$ cat config.mk
export PLATFORM = sky130hd
export DESIGN_NAME = touch_filter
export DESIGN_NICKNAME = d
export VERILOG_FILES = /design/src/rtl/touch_filter_pkg.sv /design/src/rtl/touch_axis_scale.sv /design/src/rtl/touch_filter.sv
export SDC_FILE = /design/constraint.sdc
export NUM_CORES = 1
export LEC_CHECK = 0
export ABC_AREA = 0
export CORE_MARGIN = 2
export CORE_UTILIZATION = 35
export DETAILED_ROUTE_END_ITERATION = 7
export SLEW_MARGIN = 5
export SYNTH_ARGS = -nofsm -noshare
export SYNTH_HDL_FRONTEND = slang
export SYNTH_SLANG_ARGS = --single-unit
export TNS_END_PERCENT = 10
$ cat constraint.sdc
create_clock -name clk -period 12 [get_ports clk]
set_clock_uncertainty 0.15 [all_clocks]
set_input_delay 1.2 -clock clk [delete_from_list [all_inputs] [get_ports clk]]
set_output_delay 1.2 -clock clk [all_outputs]
set_load 0.02 [all_outputs]
$ cat src/rtl/touch_filter_pkg.sv
`timescale 1ns / 1ps
`default_nettype none
// ============================================================================
// Module   : touch_filter_pkg
// Purpose  : Shared widths, LCD geometry, calibration defaults and FSM states
//            for the touch_filter block.
// Revision : 1.0 - initial release
// ============================================================================
package touch_filter_pkg;

    localparam int c_raw_w  = 12;   // touchScreen controller sample width
    localparam int c_frac_w = 12;   // Q0.12 calibration multipliers
    localparam int c_x_w    = 10;   // matches h_count
    localparam int c_y_w    = 9;    // matches v_count

    localparam int c_h_res  = 480;
    localparam int c_v_res  = 272;

    localparam int c_z_thresh = 200;
    localparam int c_x_min    = 200;
    localparam int c_y_min    = 200;
    localparam int c_x_scale  = 1500;
    localparam int c_y_scale  = 900;

    typedef enum logic [1:0] {
        ST_IDLE     = 2'd0,
        ST_DEBOUNCE = 2'd1,
        ST_ACCUM    = 2'd2,
        ST_SCALE    = 2'd3
    } state_t;

endpackage
`default_nettype wire

$ cat src/rtl/touch_axis_scale.sv
`timescale 1ns / 1ps
`default_nettype none
// ============================================================================
// Module   : touch_axis_scale
// Purpose  : Combinational average / offset / Q0.12 multiply / clamp that
//            maps one accumulated raw axis onto LCD pixel space.
// Revision : 1.0 - initial release
// ============================================================================
module touch_axis_scale
    import touch_filter_pkg::*;
#(
    parameter int AVG_LOG2 = 2,
    parameter int MIN      = 200,
    parameter int SCALE    = 1500,
    parameter int RES      = 480,
    parameter int OUT_W    = 10
) (
    input  logic [c_raw_w+AVG_LOG2-1:0] i_acc,
    output logic [OUT_W-1:0]            o_pos
);

    localparam int c_acc_w  = c_raw_w + AVG_LOG2;
    localparam int c_prod_w = c_acc_w + c_frac_w;

    logic [c_acc_w-1:0]  w_avg;
    logic [c_acc_w-1:0]  w_delta;
    logic [c_prod_w-1:0] w_prod;
    logic [c_prod_w-1:0] w_pix;

    // Full-width arithmetic throughout; the average never exceeds 12 bits so
    // the product fits the 24-bit Q0.12 result with headroom to spare.
    always_comb begin
        w_avg   = i_acc >> AVG_LOG2;
        w_delta = (w_avg >= c_acc_w'(MIN)) ? (w_avg - c_acc_w'(MIN)) : '0;
        w_prod  = c_prod_w'(w_delta) * c_prod_w'(SCALE);
        w_pix   = w_prod >> c_frac_w;
        o_pos   = (w_pix > c_prod_w'(RES - 1)) ? OUT_W'(RES - 1) : OUT_W'(w_pix);
    end

endmodule
`default_nettype wire

$ cat src/rtl/touch_filter.sv
`timescale 1ns / 1ps
`default_nettype none
// ============================================================================
// Module   : touch_filter
// Purpose  : Samples raw touch X/Y/Z, debounces pen contact, averages samples
//            and delivers pixel coordinates plus valid/release pulses.
// Revision : 1.0 - initial release
// ============================================================================
module touch_filter
    import touch_filter_pkg::*;
#(
    parameter int SAMPLE_DIV  = 75000,
    parameter int AVG_LOG2    = 2,
    parameter int DEBOUNCE    = 3,
    parameter int RELEASE_CNT = 3,
    parameter int Z_THRESH    = c_z_thresh,
    parameter int X_MIN       = c_x_min,
    parameter int Y_MIN       = c_y_min,
    parameter int X_SCALE     = c_x_scale,
    parameter int Y_SCALE     = c_y_scale,
    parameter int H_RES       = c_h_res,
    parameter int V_RES       = c_v_res
) (
    input  logic               clk,
    input  logic               reset,
    input  logic [c_raw_w-1:0] x_raw,
    input  logic [c_raw_w-1:0] y_raw,
    input  logic [c_raw_w-1:0] z_raw,
    output logic [c_x_w-1:0]   x_pos,
    output logic [c_y_w-1:0]   y_pos,
    output logic               touch_valid,
    output logic               pen_down,
    output logic               release_pulse   // "release" is a reserved word
);

    localparam int c_tick_w = (SAMPLE_DIV > 1) ? $clog2(SAMPLE_DIV) : 1;
    localparam int c_acc_w  = c_raw_w + AVG_LOG2;
    localparam int c_n_w    = AVG_LOG2 + 1;
    localparam int c_dbc_w  = $clog2(DEBOUNCE + 1);
    localparam int c_up_w   = $clog2(RELEASE_CNT + 1);
    localparam logic [c_n_w-1:0] c_n_full = c_n_w'(1 << AVG_LOG2);

    state_t              r_state;
    logic [c_tick_w-1:0] r_tick_cnt;
    logic [c_dbc_w-1:0]  r_dbc;
    logic [c_up_w-1:0]   r_up_cnt;
    logic [c_n_w-1:0]    r_n;
    logic [c_acc_w-1:0]  r_acc_x;
    logic [c_acc_w-1:0]  r_acc_y;
    logic [c_x_w-1:0]    r_x_pos;
    logic [c_y_w-1:0]    r_y_pos;
    logic                r_touch_valid;
    logic                r_pen_down;
    logic                r_release;

    logic                w_tick;
    logic                w_pressed;
    logic [c_x_w-1:0]    w_x_scaled;
    logic [c_y_w-1:0]    w_y_scaled;

    assign w_tick    = (r_tick_cnt == c_tick_w'(SAMPLE_DIV - 1));
    assign w_pressed = (z_raw >= c_raw_w'(Z_THRESH));

    always_ff @(posedge clk or negedge reset) begin
        if (!reset) begin
            r_tick_cnt <= '0;
        end else if (w_tick) begin
            r_tick_cnt <= '0;
        end else begin
            r_tick_cnt <= r_tick_cnt + c_tick_w'(1);
        end
    end

    touch_axis_scale #(
        .AVG_LOG2 (AVG_LOG2),
        .MIN      (X_MIN),
        .SCALE    (X_SCALE),
        .RES      (H_RES),
        .OUT_W    (c_x_w)
    ) u_x_scale (
        .i_acc    (r_acc_x),
        .o_pos    (w_x_scaled)
    );

    touch_axis_scale #(
        .AVG_LOG2 (AVG_LOG2),
        .MIN      (Y_MIN),
        .SCALE    (Y_SCALE),
        .RES      (V_RES),
        .OUT_W    (c_y_w)
    ) u_y_scale (
        .i_acc    (r_acc_y),
        .o_pos    (w_y_scaled)
    );

    always_ff @(posedge clk or negedge reset) begin
        if (!reset) begin
            r_state       <= ST_IDLE;
            r_dbc         <= '0;
            r_up_cnt      <= '0;
            r_n           <= '0;
            r_acc_x       <= '0;
            r_acc_y       <= '0;
            r_x_pos       <= '0;
            r_y_pos       <= '0;
            r_touch_valid <= 1'b0;
            r_pen_down    <= 1'b0;
            r_release     <= 1'b0;
        end else begin
            r_touch_valid <= 1'b0;
            r_release     <= 1'b0;
            case (r_state)
                ST_IDLE: begin
                    if (w_tick && w_pressed) begin
                        if (DEBOUNCE <= 1) begin
                            r_state    <= ST_ACCUM;
                            r_pen_down <= 1'b1;
                            r_dbc      <= '0;
                            r_up_cnt   <= '0;
                            r_n        <= '0;
                            r_acc_x    <= '0;
                            r_acc_y    <= '0;
                        end else begin
                            r_dbc   <= c_dbc_w'(1);
                            r_state <= ST_DEBOUNCE;
                        end
                    end
                end
                ST_DEBOUNCE: begin
                    if (w_tick) begin
                        if (!w_pressed) begin
                            r_dbc   <= '0;
                            r_state <= ST_IDLE;
                        end else if (r_dbc + c_dbc_w'(1) == c_dbc_w'(DEBOUNCE)) begin
                            r_state    <= ST_ACCUM;
                            r_pen_down <= 1'b1;
                            r_dbc      <= '0;
                            r_up_cnt   <= '0;
                            r_n        <= '0;
                            r_acc_x    <= '0;
                            r_acc_y    <= '0;
                        end else begin
                            r_dbc <= r_dbc + c_dbc_w'(1);
                        end
                    end
                end
                ST_ACCUM: begin
                    if (w_tick) begin
                        if (w_pressed) begin
                            r_acc_x  <= r_acc_x + c_acc_w'(x_raw);
                            r_acc_y  <= r_acc_y + c_acc_w'(y_raw);
                            r_n      <= r_n + c_n_w'(1);
                            r_up_cnt <= '0;
                            if (r_n + c_n_w'(1) == c_n_full) begin
                                r_state <= ST_SCALE;
                            end
                        end else if (r_up_cnt + c_up_w'(1) == c_up_w'(RELEASE_CNT)) begin
                            // Lift-off: drop any partial average, keep last point.
                            r_state    <= ST_IDLE;
                            r_release  <= 1'b1;
                            r_pen_down <= 1'b0;
                            r_up_cnt   <= '0;
                            r_n        <= '0;
                            r_acc_x    <= '0;
                            r_acc_y    <= '0;
                        end else begin
                            r_up_cnt <= r_up_cnt + c_up_w'(1);
                        end
                    end
                end
                ST_SCALE: begin
                    // Any tick landing here is intentionally ignored.
                    r_x_pos       <= w_x_scaled;
                    r_y_pos       <= w_y_scaled;
                    r_touch_valid <= 1'b1;
                    r_n           <= '0;
                    r_acc_x       <= '0;
                    r_acc_y       <= '0;
                    r_state       <= ST_ACCUM;
                end
                default: begin
                    r_state <= ST_IDLE;
                end
            endcase
        end
    end

    assign x_pos         = r_x_pos;
    assign y_pos         = r_y_pos;
    assign touch_valid   = r_touch_valid;
    assign pen_down      = r_pen_down;
    assign release_pulse = r_release;

endmodule
`default_nettype wire

==> results of run 1 <==
==> worst paths after layout <==
path | to | slack (ns) | cells after the start
setup / recovery | x_pos[2] | 4.66 | 23
hold / removal | r_dbc[1] | 0.34 | 1
setup reg to reg | x_pos[2] | 4.66 | 23
hold reg to reg | r_dbc[1] | 0.34 | 1
max in group asynchronous | x_pos[0] | 10.17 | 1
min in group asynchronous | r_n[0] | 0.87 | 1
==> power by group <==
group	internal [mW]	switching (mW)	leakage (nW)
Sequential	0.256	0	1.04
Combinational	0.0148	0.0133	3.99
Clock	0.147	0.117	0.135
Total	0.418	0.130	5.17
==> layout by cell type (no fill, tap or decap), types with 9 or more instances in the layout <==
master	netlist	routed
and3_1	14	14
inv_1	157	157
o21ai_0	36	36
a21oi_1	42	42
dfrtp_1	76	76
clkbuf_16	0	9
ha_1	138	138
fa_1	65	65
and2_1	18	18
nor2b_1	13	13
nor2_1	61	61
nand3_1	16	16
clkdlybuf4s50_1	0	55
xor2_1	25	25
xnor2_1	43	43
a22o_1	15	15
nand2_1	62	62
a31oi_1	10	10
a21o_1	23	23
nor3_1	12	12
or2_2	9	9
o21bai_1	9	9
==> cell families (layout without fill, tap and decap cells) <==
kind of cell    count (synthesis)  count (layout)  share of synthesized area
fa+ha+maj                     203             203                      0.346
compound gates                185             185                      0.146
buf+inv                       171             232                     0.0736
flops                          76              76                      0.218
xor+xnor                       68              68                     0.0681
mux                             4               4                    0.00472
simple gates                  246             246                      0.143
==> routing by layer <==
metal / vias up / GRT usage
li1: 3351 / -
met4: 0 / 0.0286
met1: 3092 / 0.207
met2: 70 / 0.247
met3: 10 / 0.0225
met5: - / 0
==> stage by stage <==
stage | instance area [um^2] | setup WS [ns] | hold slack [ns] | utilization | cells
final | 9960 | 4.66 | 0.338 | 0.408 | 1338
after detailed placement | 9680 | 4.58 | 0.325 | 0.397 | 1322
after global routing | 9960 | 4.07 | 0.352 | 0.408 | 1338
after global placement | 9680 | 4.69 | 0.318 | 0.397 | 1322
after floorplan | 8740 | 5.13 | 0.298 | - | 953
after CTS | 9960 | 4.54 | 0.337 | 0.408 | 1338
==> area by class of cell <==
type,instances,share of cell area
clock inverters,6,0.00465
flip-flops and latches,76,0.191
clock buffers,10,0.0240
inverters,157,0.0592
multi-input cells,706,0.622
repair buffers,59,0.0583
well taps,324,0.0407
==> state kept, by name, indices dropped and copies added (netlist names) <==
register / count
r_tick_cnt: 17
r_acc_x: 14
r_acc_y: 14
x_pos: 10
y_pos: 9
r_n: 3
r_dbc: 2
r_state: 2
r_up_cnt: 2
pen_down: 1
release_pulse: 1
touch_valid: 1
==> synthesized netlist by cell type (5+ instances only) <==
cell type | count | share of area
a21o_1 | 23 | 0.020
a21oi_1 | 42 | 0.024
a22o_1 | 15 | 0.015
a31oi_1 | 10 | 0.0072
and2_1 | 18 | 0.013
and3_1 | 14 | 0.010
clkbuf_1 | 13 | 0.0056
dfrtp_1 | 76 | 0.22
fa_1 | 65 | 0.15
ha_1 | 138 | 0.20
inv_1 | 157 | 0.067
nand2_1 | 62 | 0.027
nand2b_1 | 8 | 0.0057
nand3_1 | 16 | 0.0092
nand4_1 | 7 | 0.0050
nor2_1 | 61 | 0.026
nor2b_1 | 13 | 0.0093
nor3_1 | 12 | 0.0069
o21ai_0 | 36 | 0.021
o21bai_1 | 9 | 0.0077
o22a_1 | 7 | 0.0070
or2_2 | 9 | 0.0064
or3_1 | 7 | 0.0050
or4_1 | 5 | 0.0043
xnor2_1 | 43 | 0.043
xor2_1 | 25 | 0.025
==> reports/results.txt, run 1 <==
IO Count -> 60
Critical R2R Launch -> r_acc_x[5]
P&R area growth vs syn -> 14.0%
Distinct cells, synth -> 64
HPWL after DPL -> 14700 um
Fin. Hold Viols -> 0
Global Route Usage Sum -> 0.149
nets -> 1250
CP Cell Sequence -> inv_1, or4_1, or4_1, nor2b_1, nor2_1, inv_1, mux2i_1, ha_1, inv_1, fa_1, fa_1, inv_1, fa_1, ha_1, o21ai_0, a21oi_1, nand4_1, a211oi_1, o2111ai_1, a211o_1, a2bb2o_1, o21bai_1, o22a_1
top layer in use -> met4
# Max-Cap Violations -> 0
syn nets -> 1194
Port-buffer cells -> 56
period utilisation layout -> 0.612
vias in the first global route -> 6665
Starting DRT DRC Count -> 325
delay-heaviest family, CP -> compound AO/OA/AOI/OAI gates
Metal-1 WL -> 9070 um
VDD IR max -> 63.0 uV
ant diodes -> 0
Remaining DRCs -> 0
clock sink count -> 76
die width -> 162 um
largest net degree at the start of global routing -> 77
layout cell share with drive strength beyond 1 -> 0.0404
CP most frequent cell -> inv_1
initial antenna violation count -> 0
Final ANT Viol Nets -> 0
Critical Path Start -> r_acc_x[5]
WS Path Type -> reg -> reg
DR WL met2 -> 8420 um
syn_area_per_cell -> 9.17 um^2
number of hold buffers added after CTS -> 0
Crit-path slowest cell -> nor2_1
Final Power -> 0.548 mW
Leak -> 5.17 nW
Multi-input gate area -> 6200 um^2
Clk pin slew, worst setup/hold paths -> 0.07 ns
cts repair resizes -> 0
met3 routed WL -> 476 um
HP Class -> reg -> reg
fmax -> 136 MHz
Reg area -> 1900 um^2
worst path arrival time -> 7.42 ns
wire per inst -> 13.5 um
gr ovfl total -> 0
chip height -> 162 um
startpoint type of the worst setup path -> flip-flop
worst skew pair latency -> 0.35 ns
critical hold path startpoint -> r_dbc[1]
worst-path fanout max -> 7
CP required -> 12.08 ns
clk buf depth -> 2
synthesized area -> 8740 um^2
Most used DFF post-synth -> dfrtp_1
slew margin rel. -> 0.333
first-pass GRT wire length -> 32200 um
TritonCTS Buffers -> 9
number of flops mapped to enable cells by yosys -> 0
Yosys reg bits -> 76
routability congestion estimate -> 0.796
Post-Syn Instances -> 953
synthesis warning total -> 0
post-synthesis sequential area ratio -> 0.218
DR pass1 iterations -> 4
FFs w/ async S/R, synth -> 1.00
CTS tree -> yes
Worst Path Buf+Inv -> 4
Routed WL -> 18100 um
die area -> 26300 um^2
Setup crit end kind -> flip-flop
pin slew with the least headroom to its limit -> 1.00 ns
RSZ-0062 raised after global routing -> false
max-slew violation count -> 0
Starting Density -> 0.358
Via Count -> 6523
total core area -> 24400 um^2
postcts setup bufs -> 0
Via density -> 4.88
CTS HTree Levels -> 3
fillers -> 2449
Rows -> 57
Final setup viols -> 0
minimum clock period -> 7.34 ns
CTS Root Cell -> clkbuf_16
delay of the slowest critical-path stage -> 0.50 ns
Setup Total Neg Slack -> 0 ns
PD cells -> 55.0 nW/um^2
run status -> finished clean
Power figures use the tool's default switching activity.
==> run 2, diff against run 1 <==
==> constraint.sdc (replaced) <==
create_clock -name clk -period 6.1 [get_ports clk]
set_clock_uncertainty 0.15 [all_clocks]
set_input_delay 0.61 -clock clk [delete_from_list [all_inputs] [get_ports clk]]
set_output_delay 0.61 -clock clk [all_outputs]
set_load 0.02 [all_outputs]
==> run 2 against run 1 <==
  * The flow now finishes with violations (negative setup slack)
  * Total power is 100% higher
  * Design area up 7.7%
  * Wire length up 3.2%
  * Flip-flop and latch count did not move
  * First-iteration DRC count fell by 37%
  * Largest cell class unchanged
==> reports/results.txt, run 2 (synthesis gave the netlist of run 1 again) <==
FF-to-FF setup slack -> -0.16 ns (was 4.66 ns)
P&R area growth vs syn -> 22.7% (was 14.0%)
Reg with most FFs -> r_tick_cnt (unchanged)
CTS tree -> yes (unchanged)
clock sink count -> 76 (unchanged)
CP Cell Sequence -> or4_4, or4_4, nor2b_4, nor4_4, inv_1, fa_2, fa_1, inv_2, fa_1, inv_1, fa_1, inv_2, ha_4, and3_4, nand4_1, a211oi_2, buf_4, o2111ai_4, a21oi_2, a2bb2o_4, o21bai_4, o22a_1 (was inv_1, or4_1, or4_1, nor2b_1, nor2_1, inv_1, mux2i_1, ha_1, inv_1, fa_1, fa_1, inv_1, fa_1, ha_1, o21ai_0, a21oi_1, nand4_1, a211oi_1, o2111ai_1, a211o_1, a2bb2o_1, o21bai_1, o22a_1)
Worst Path Buf+Inv -> 5 (was 4)
max-slew violation count -> 0 (unchanged)
failing checks -> negative setup slack
startpoint type of the worst setup path -> flip-flop (unchanged)
CTS Root Cell -> clkbuf_16 (unchanged)
TritonCTS Buffers -> 9 (unchanged)
Setup crit end kind -> flip-flop (unchanged)
Place WS -> -0.271 ns (was 4.58 ns)
VDD IR max -> 128 uV (was 63.0 uV)
CP most frequent cell -> fa_1 (was inv_1)
Via Count -> 6758 (was 6523)
delay of the slowest critical-path stage -> 0.52 ns (was 0.50 ns)
Final setup viols -> 9 (was 0)
ant diodes -> 0 (unchanged)
Hold EP -> r_tick_cnt[0] (was r_dbc[1])
WS Path Type -> reg -> reg (unchanged)
Starting Density -> 0.358 (unchanged)
Multi-input gate area -> 6420 um^2 (was 6200 um^2)
Final Power -> 1.10 mW (was 0.548 mW)
gr ovfl total -> 0 (unchanged)
nets -> 1320 (was 1250)
minimum clock period -> 6.26 ns (was 7.34 ns)
wire per inst -> 13.3 um (was 13.5 um)
# Max-Cap Violations -> 0 (unchanged)
die area -> 26300 um^2 (unchanged)
CP required -> 6.17 ns (was 12.08 ns)
chip height -> 162 um (unchanged)
Crit-path slowest cell -> or4_4 (was nor2_1)
HPWL after DPL -> 15200 um (was 14700 um)
critical hold path startpoint -> r_tick_cnt[0] (was r_dbc[1])
Fin. Hold Viols -> 0 (unchanged)
worst path arrival time -> 6.33 ns (was 7.42 ns)
fillers -> 2418 (was 2449)
R2R depth -> 22 (was 23)
Port-buffer cells -> 56 (unchanged)
worst-path fanout max -> 5 (was 7)
vias in the first global route -> 6826 (was 6665)
slew margin rel. -> 0.395 (was 0.333)
Routed WL -> 18700 um (was 18100 um)
Leak -> 5.55 nW (was 5.17 nW)
run status -> complete, but fails checks (was finished clean)
PD cells -> 103 nW/um^2 (was 55.0 nW/um^2)
Reg area -> 1900 um^2 (unchanged)
first-pass GRT wire length -> 31800 um (was 32200 um)
largest net degree at the start of global routing -> 68 (was 77)
RSZ-0062 raised after global routing -> true (was false)
die width -> 162 um (unchanged)
routability congestion estimate -> 0.790 (was 0.796)
Worst Hold Depth -> 1 (unchanged)
delay-heaviest family, CP -> adder cells (was compound AO/OA/AOI/OAI gates)
utilization after layout -> 0.440 (was 0.408)
worst skew pair latency -> 0.35 ns (about the same)
initial antenna violation count -> 0 (unchanged)
commonest non-fill, non-tap cells in the layout -> inv_1 (151), ha_1 (133), dfrtp_1 (76) (was inv_1 (157), ha_1 (138), dfrtp_1 (76))
layout cell share with drive strength beyond 1 -> 0.138 (was 0.0404)
DR pass1 iterations -> 5 (was 4)
max reg flops -> 17 (unchanged)
pin slew with the least headroom to its limit -> 0.908 ns (was 1.00 ns)
Finished Layout Cells -> 1407 (was 1338)
worst r2r dst -> x_pos[2] (unchanged)
Largest regs -> r_tick_cnt (17), r_acc_x (14), r_acc_y (14) (unchanged)
period utilisation layout -> 1.03 (was 0.612)
total core area -> 24400 um^2 (unchanged)
IO Count -> 60 (unchanged)
Setup Total Neg Slack -> -1.11 ns (was 0 ns)
final setup margin -> -0.156 ns (was 4.66 ns)
Remaining DRCs -> 0 (unchanged)
Clk pin slew, worst setup/hold paths -> 0.06 ns (was 0.07 ns)
Rows -> 57 (unchanged)
Starting DRT DRC Count -> 205 (was 325)
CTS HTree Levels -> 3 (unchanged)
Final ANT Viol Nets -> 0 (unchanged)
most common cell after layout, fill and taps aside -> inv_1 (unchanged)
clk buf depth -> 2 (unchanged)
Critical R2R Launch -> r_acc_x[4] (was r_acc_x[5])
placed insts -> 1388 (was 1322)
fmax -> 160 MHz (was 136 MHz)
Via density -> 4.80 (was 4.88)
HP Class -> reg -> reg (unchanged)
Global Route Usage Sum -> 0.148 (was 0.149)
-- run 2: worst max-delay path by stage --
stage / startpoint / end / slack, ns / depth (start not counted)
global route: r_acc_x[4] / x_pos[2] / -0.45 / 21
floorplan: r_acc_x[4] / x_pos[0] / -0.29 / 21
finish: r_acc_x[4] / x_pos[2] / -0.16 / 22
detailed placement: r_acc_x[4] / x_pos[3] / -0.27 / 21
CTS: r_acc_x[4] / x_pos[2] / -0.16 / 22
global placement: r_acc_x[4] / x_pos[4] / -0.20 / 21
-- run 2: area by class of cell --
| cell class | instances | share of cell area |
|---|---|---|
| multi-input cells | 706 | 0.599 |
| clock buffers | 9 | 0.0210 |
| well taps | 324 | 0.0378 |
| clock inverters | 6 | 0.00607 |
| repair buffers | 129 | 0.104 |
| inverters | 157 | 0.0552 |
| flip-flops and latches | 76 | 0.177 |
-- run 2: repair_timing --
action,in CTS,in global routing
buffers inserted,1,3
hold endpoints to repair,9,0
pin swaps,12,16
resized for setup,5,30
hold buffers,1,0
endpoints found under the setup margin,9,18
-- run 2: layer usage --
layer | up-vias | global-route usage | share of wire | wire length, um
met5 | - | 0 | 0 | 0
met3 | 12 | 0.0235 | 0.029 | 549
li1 | 3481 | - | - | -
met1 | 3196 | 0.199 | 0.50 | 9310
met4 | 0 | 0.0237 | 0.0087 | 162
met2 | 69 | 0.254 | 0.46 | 8670
-- run 2: worst reg2reg max path, cell delays in order (launching register included) --
cell	delay (ns)
dfrtp_1	0.37
or4_4	0.52
or4_4	0.43
nor2b_4	0.17
nor4_4	0.28
inv_1	0.10
fa_2	0.46
fa_1	0.51
inv_2	0.04
fa_1	0.47
inv_1	0.05
fa_1	0.49
inv_2	0.05
ha_4	0.27
and3_4	0.21
nand4_1	0.18
a211oi_2	0.34
buf_4	0.19
o2111ai_4	0.12
a21oi_2	0.18
a2bb2o_4	0.23
o21bai_4	0.18
o22a_1	0.17
-- run 2: power by group --
group / switching, mW / internal (mW)
logic: 0.0265 / 0.0299
registers: 0 / 0.504
clock network: 0.225 / 0.315
total: 0.251 / 0.849
-- run 2: per-stage QoR --
| stage | hold WS (ns) | cell area (um^2) |
|---|---|---|
| 6_report | 0.335 | 10700 |
| 5_1_grt | 0.361 | 10700 |
| 4_1_cts | 0.338 | 10600 |
| 3_5_place_dp | 0.301 | 10300 |
| 3_3_place_gp | 0.305 | 10300 |
| 2_1_floorplan | 0.164 | 8820 |
==> run 3, diff against run 2 <==
--- a/config.mk
+++ b/config.mk
@@ -7,8 +7,9 @@
 export LEC_CHECK = 0
 export ABC_AREA = 0
 export CORE_MARGIN = 2
-export CORE_UTILIZATION = 35
+export CORE_UTILIZATION = 55
 export DETAILED_ROUTE_END_ITERATION = 7
+export PLACE_DENSITY = 0.78
 export SLEW_MARGIN = 5
 export SYNTH_ARGS = -nofsm -noshare
 export SYNTH_HDL_FRONTEND = slang
==> run 3 against run 2 <==
  * The flow still finishes with violations (negative setup slack)
  * Worst setup slack gained 0.012 ns
  * Critical path depth up 3
  * Maximum frequency grew 0.20%
  * Design area shrank 1.7%
  * Wire length fell by 0.73%
  * Register-to-register slack hardly changed
  * Die area shrank 36%
  * Global-route usage rose by 8.8 points
  * Via count increased by 2.3%
  * Worst hold slack worse by 0.084 ns
  * Non-clock buffer count is 7 lower
  * Clock power grew 1%
  * Critical path type unchanged
  * Largest power group unchanged
==> reports/results.txt, run 3 (synthesis gave the netlist of run 1 again) <==
run status -> complete, but fails checks (unchanged)
failing checks -> negative setup slack (unchanged)
worst path arrival time -> 6.32 ns (was 6.33 ns)
Setup Total Neg Slack -> -0.822 ns (was -1.11 ns)
Port-buffer cells -> 56 (unchanged)
worst skew pair latency -> 0.35 ns (about the same)
Starting DRT DRC Count -> 333 (was 205)
chip height -> 130 um (was 162 um)
clock share of power -> 0.495 (was 0.491)
Starting Density -> 0.556 (was 0.358)
routability congestion estimate -> 0.859 (was 0.790)
part of the power in registers -> 0.456 (was 0.458)
commonest non-fill, non-tap cells in the layout -> inv_1 (149), ha_1 (133), dfrtp_1 (76) (was inv_1 (151), ha_1 (133), dfrtp_1 (76))
RSZ-0062 raised after global routing -> true (unchanged)
WS Path Type -> reg -> reg (unchanged)
most common cell after layout, fill and taps aside -> inv_1 (unchanged)
P&R area growth vs syn -> 20.6% (was 22.7%)
Pint -> 0.852 mW (was 0.849 mW)
gr ovfl total -> 0 (unchanged)
startpoint type of the worst setup path -> flip-flop (unchanged)
Leak -> 5.53 nW (was 5.55 nW)
Fin. Hold Viols -> 0 (unchanged)
CTS tree -> yes (unchanged)
pin slew with the least headroom to its limit -> 0.976 ns (was 0.908 ns)
Via Count -> 6916 (was 6758)
Final Power -> 1.11 mW (was 1.10 mW)
first-pass GRT wire length -> 32100 um (was 31800 um)
PD cells -> 105 nW/um^2 (was 103 nW/um^2)
final setup margin -> -0.144 ns (was -0.156 ns)
HPWL after DPL -> 14700 um (was 15200 um)
vias in the first global route -> 7096 (was 6826)
FF-to-FF setup slack -> -0.14 ns (was -0.16 ns)
VDD IR max -> 150 uV (was 128 uV)
worst r2r dst -> x_pos[3] (was x_pos[2])
Critical R2R Launch -> r_acc_x[5] (was r_acc_x[4])
die area -> 16900 um^2 (was 26300 um^2)
clk buf depth -> 2 (unchanged)
total core area -> 15700 um^2 (was 24400 um^2)
Routed WL -> 18600 um (was 18700 um)
sw power -> 0.253 mW (was 0.251 mW)
clock sink count -> 76 (unchanged)
Post-Layout Inst Area -> 10500 um^2 (was 10700 um^2)
fmax -> 160 MHz (about the same)
Final setup viols -> 8 (was 9)
DR pass1 iterations -> 4 (was 5)
largest net degree at the start of global routing -> 77 (was 68)
Net Sw Frac -> 0.229 (was 0.228)
max-slew violation count -> 0 (unchanged)
number of hold buffers added after CTS -> 0 (was 1)
max reg flops -> 17 (unchanged)
ant diodes -> 0 (unchanged)
CP required -> 6.18 ns (was 6.17 ns)
Global Route Usage Sum -> 0.236 (was 0.148)
Rows -> 46 (was 57)
Critical Path Start -> r_acc_x[5] (was r_acc_x[4])
HP Class -> in -> async (was reg -> reg)
Remaining DRCs -> 0 (unchanged)
DP Area -> 10100 um^2 (was 10300 um^2)
minimum clock period -> 6.24 ns (was 6.26 ns)
R2R depth -> 25 (was 22)
IO Count -> 60 (unchanged)
Largest regs -> r_tick_cnt (17), r_acc_x (14), r_acc_y (14) (unchanged)
slew margin rel. -> 0.349 (was 0.395)
layout cell share with drive strength beyond 1 -> 0.135 (was 0.138)
worst-path fanout max -> 6 (was 5)
Reg with most FFs -> r_tick_cnt (unchanged)
CTS Root Cell -> clkbuf_16 (unchanged)
combinational share of power -> 0.049 (was 0.051)
Via density -> 5.35 (was 4.80)
Setup crit end kind -> flip-flop (unchanged)
Clk pin slew, worst setup/hold paths -> 0.07 ns (was 0.06 ns)
period utilisation layout -> 1.02 (was 1.03)
CTS HTree Levels -> 3 (unchanged)
die width -> 130 um (was 162 um)
Final ANT Viol Nets -> 0 (unchanged)
TritonCTS Buffers -> 9 (unchanged)
initial antenna violation count -> 0 (unchanged)
# Max-Cap Violations -> 0 (unchanged)
wire per inst -> 14.3 um (was 13.3 um)
nets -> 1313 (was 1320)
[run 3: per-stage QoR]
| step | instances | setup slack (ns) | utilization | hold WS [ns] |
|---|---|---|---|---|
| global placement | 1272 | -0.183 | 0.640 | 0.317 |
| detailed placement | 1272 | -0.251 | 0.640 | 0.323 |
| finish | 1293 | -0.144 | 0.671 | 0.251 |
| CTS | 1293 | -0.0947 | 0.666 | 0.305 |
| floorplan | 953 | -0.288 | - | 0.164 |
| global route | 1293 | -0.411 | 0.671 | 0.357 |
[run 3: worst max path at each step]
| stage | to | slack [ns] | cells after the start |
|---|---|---|---|
| 3_3_place_gp | x_pos[0] | -0.18 | 21 |
| 2_1_floorplan | x_pos[0] | -0.29 | 21 |
| 3_5_place_dp | x_pos[3] | -0.25 | 21 |
| 4_1_cts | x_pos[3] | -0.09 | 22 |
| 6_report | x_pos[3] | -0.14 | 25 |
| 5_1_grt | x_pos[3] | -0.41 | 22 |
[run 3: final cells by class]
cell class / instances / area (um^2)
Multi-Input combinational cell: 706 / 6430
Fill cell: 1205 / 5170
Sequential cell: 76 / 1900
Timing Repair Buffer: 122 / 1050
Inverter: 157 / 589
Tap cell: 216 / 270
Clock buffer: 9 / 225
Clock inverter: 7 / 73.8
[run 3: timing repair]
action                     CTS  global route
setup endpoints to repair   13            18
pin swaps                   24             6
gates cloned                 0             0
resized for setup           14            21
hold endpoints to repair     0             0
buffers inserted             5             0
[run 3: worst max-delay path, stage by stage (launching register included)]
cell and delay [ns]:
dfrtp_1 0.36, inv_2 0.04, or4_1 0.51, or4_4 0.43, nor2b_4 0.17, nor4_4 0.24
buf_4 0.18, ha_4 0.20, inv_2 0.07, xnor2_1 0.10, fa_1 0.50, inv_1 0.05
fa_1 0.47, inv_1 0.05, fa_1 0.54, inv_2 0.05, ha_4 0.26, and3_4 0.20
nand4_1 0.17, a211oi_2 0.33, buf_4 0.17, o2111ai_2 0.11, a21oi_2 0.16, a2bb2o_4 0.23
o21bai_4 0.18, o22a_1 0.19
[run 3: power groups by stage]
stage	clock, mW	sequential, mW	combinational, mW
after floorplan	0	0.513	0.0187
after global placement	0	0.513	0.0538
after detailed placement	0	0.513	0.0549
after CTS	0.556	0.504	0.0553
after global routing	0.579	0.504	0.0616
final	0.547	0.504	0.0542
[run 3: routing by layer]
metal,vias up,share of wire,track usage
li1,3475,-,-
met1,3313,0.47,0.305
met2,104,0.49,0.415
met3,24,0.027,0.0398
met4,0,0.013,0.0563
met5,-,0,0
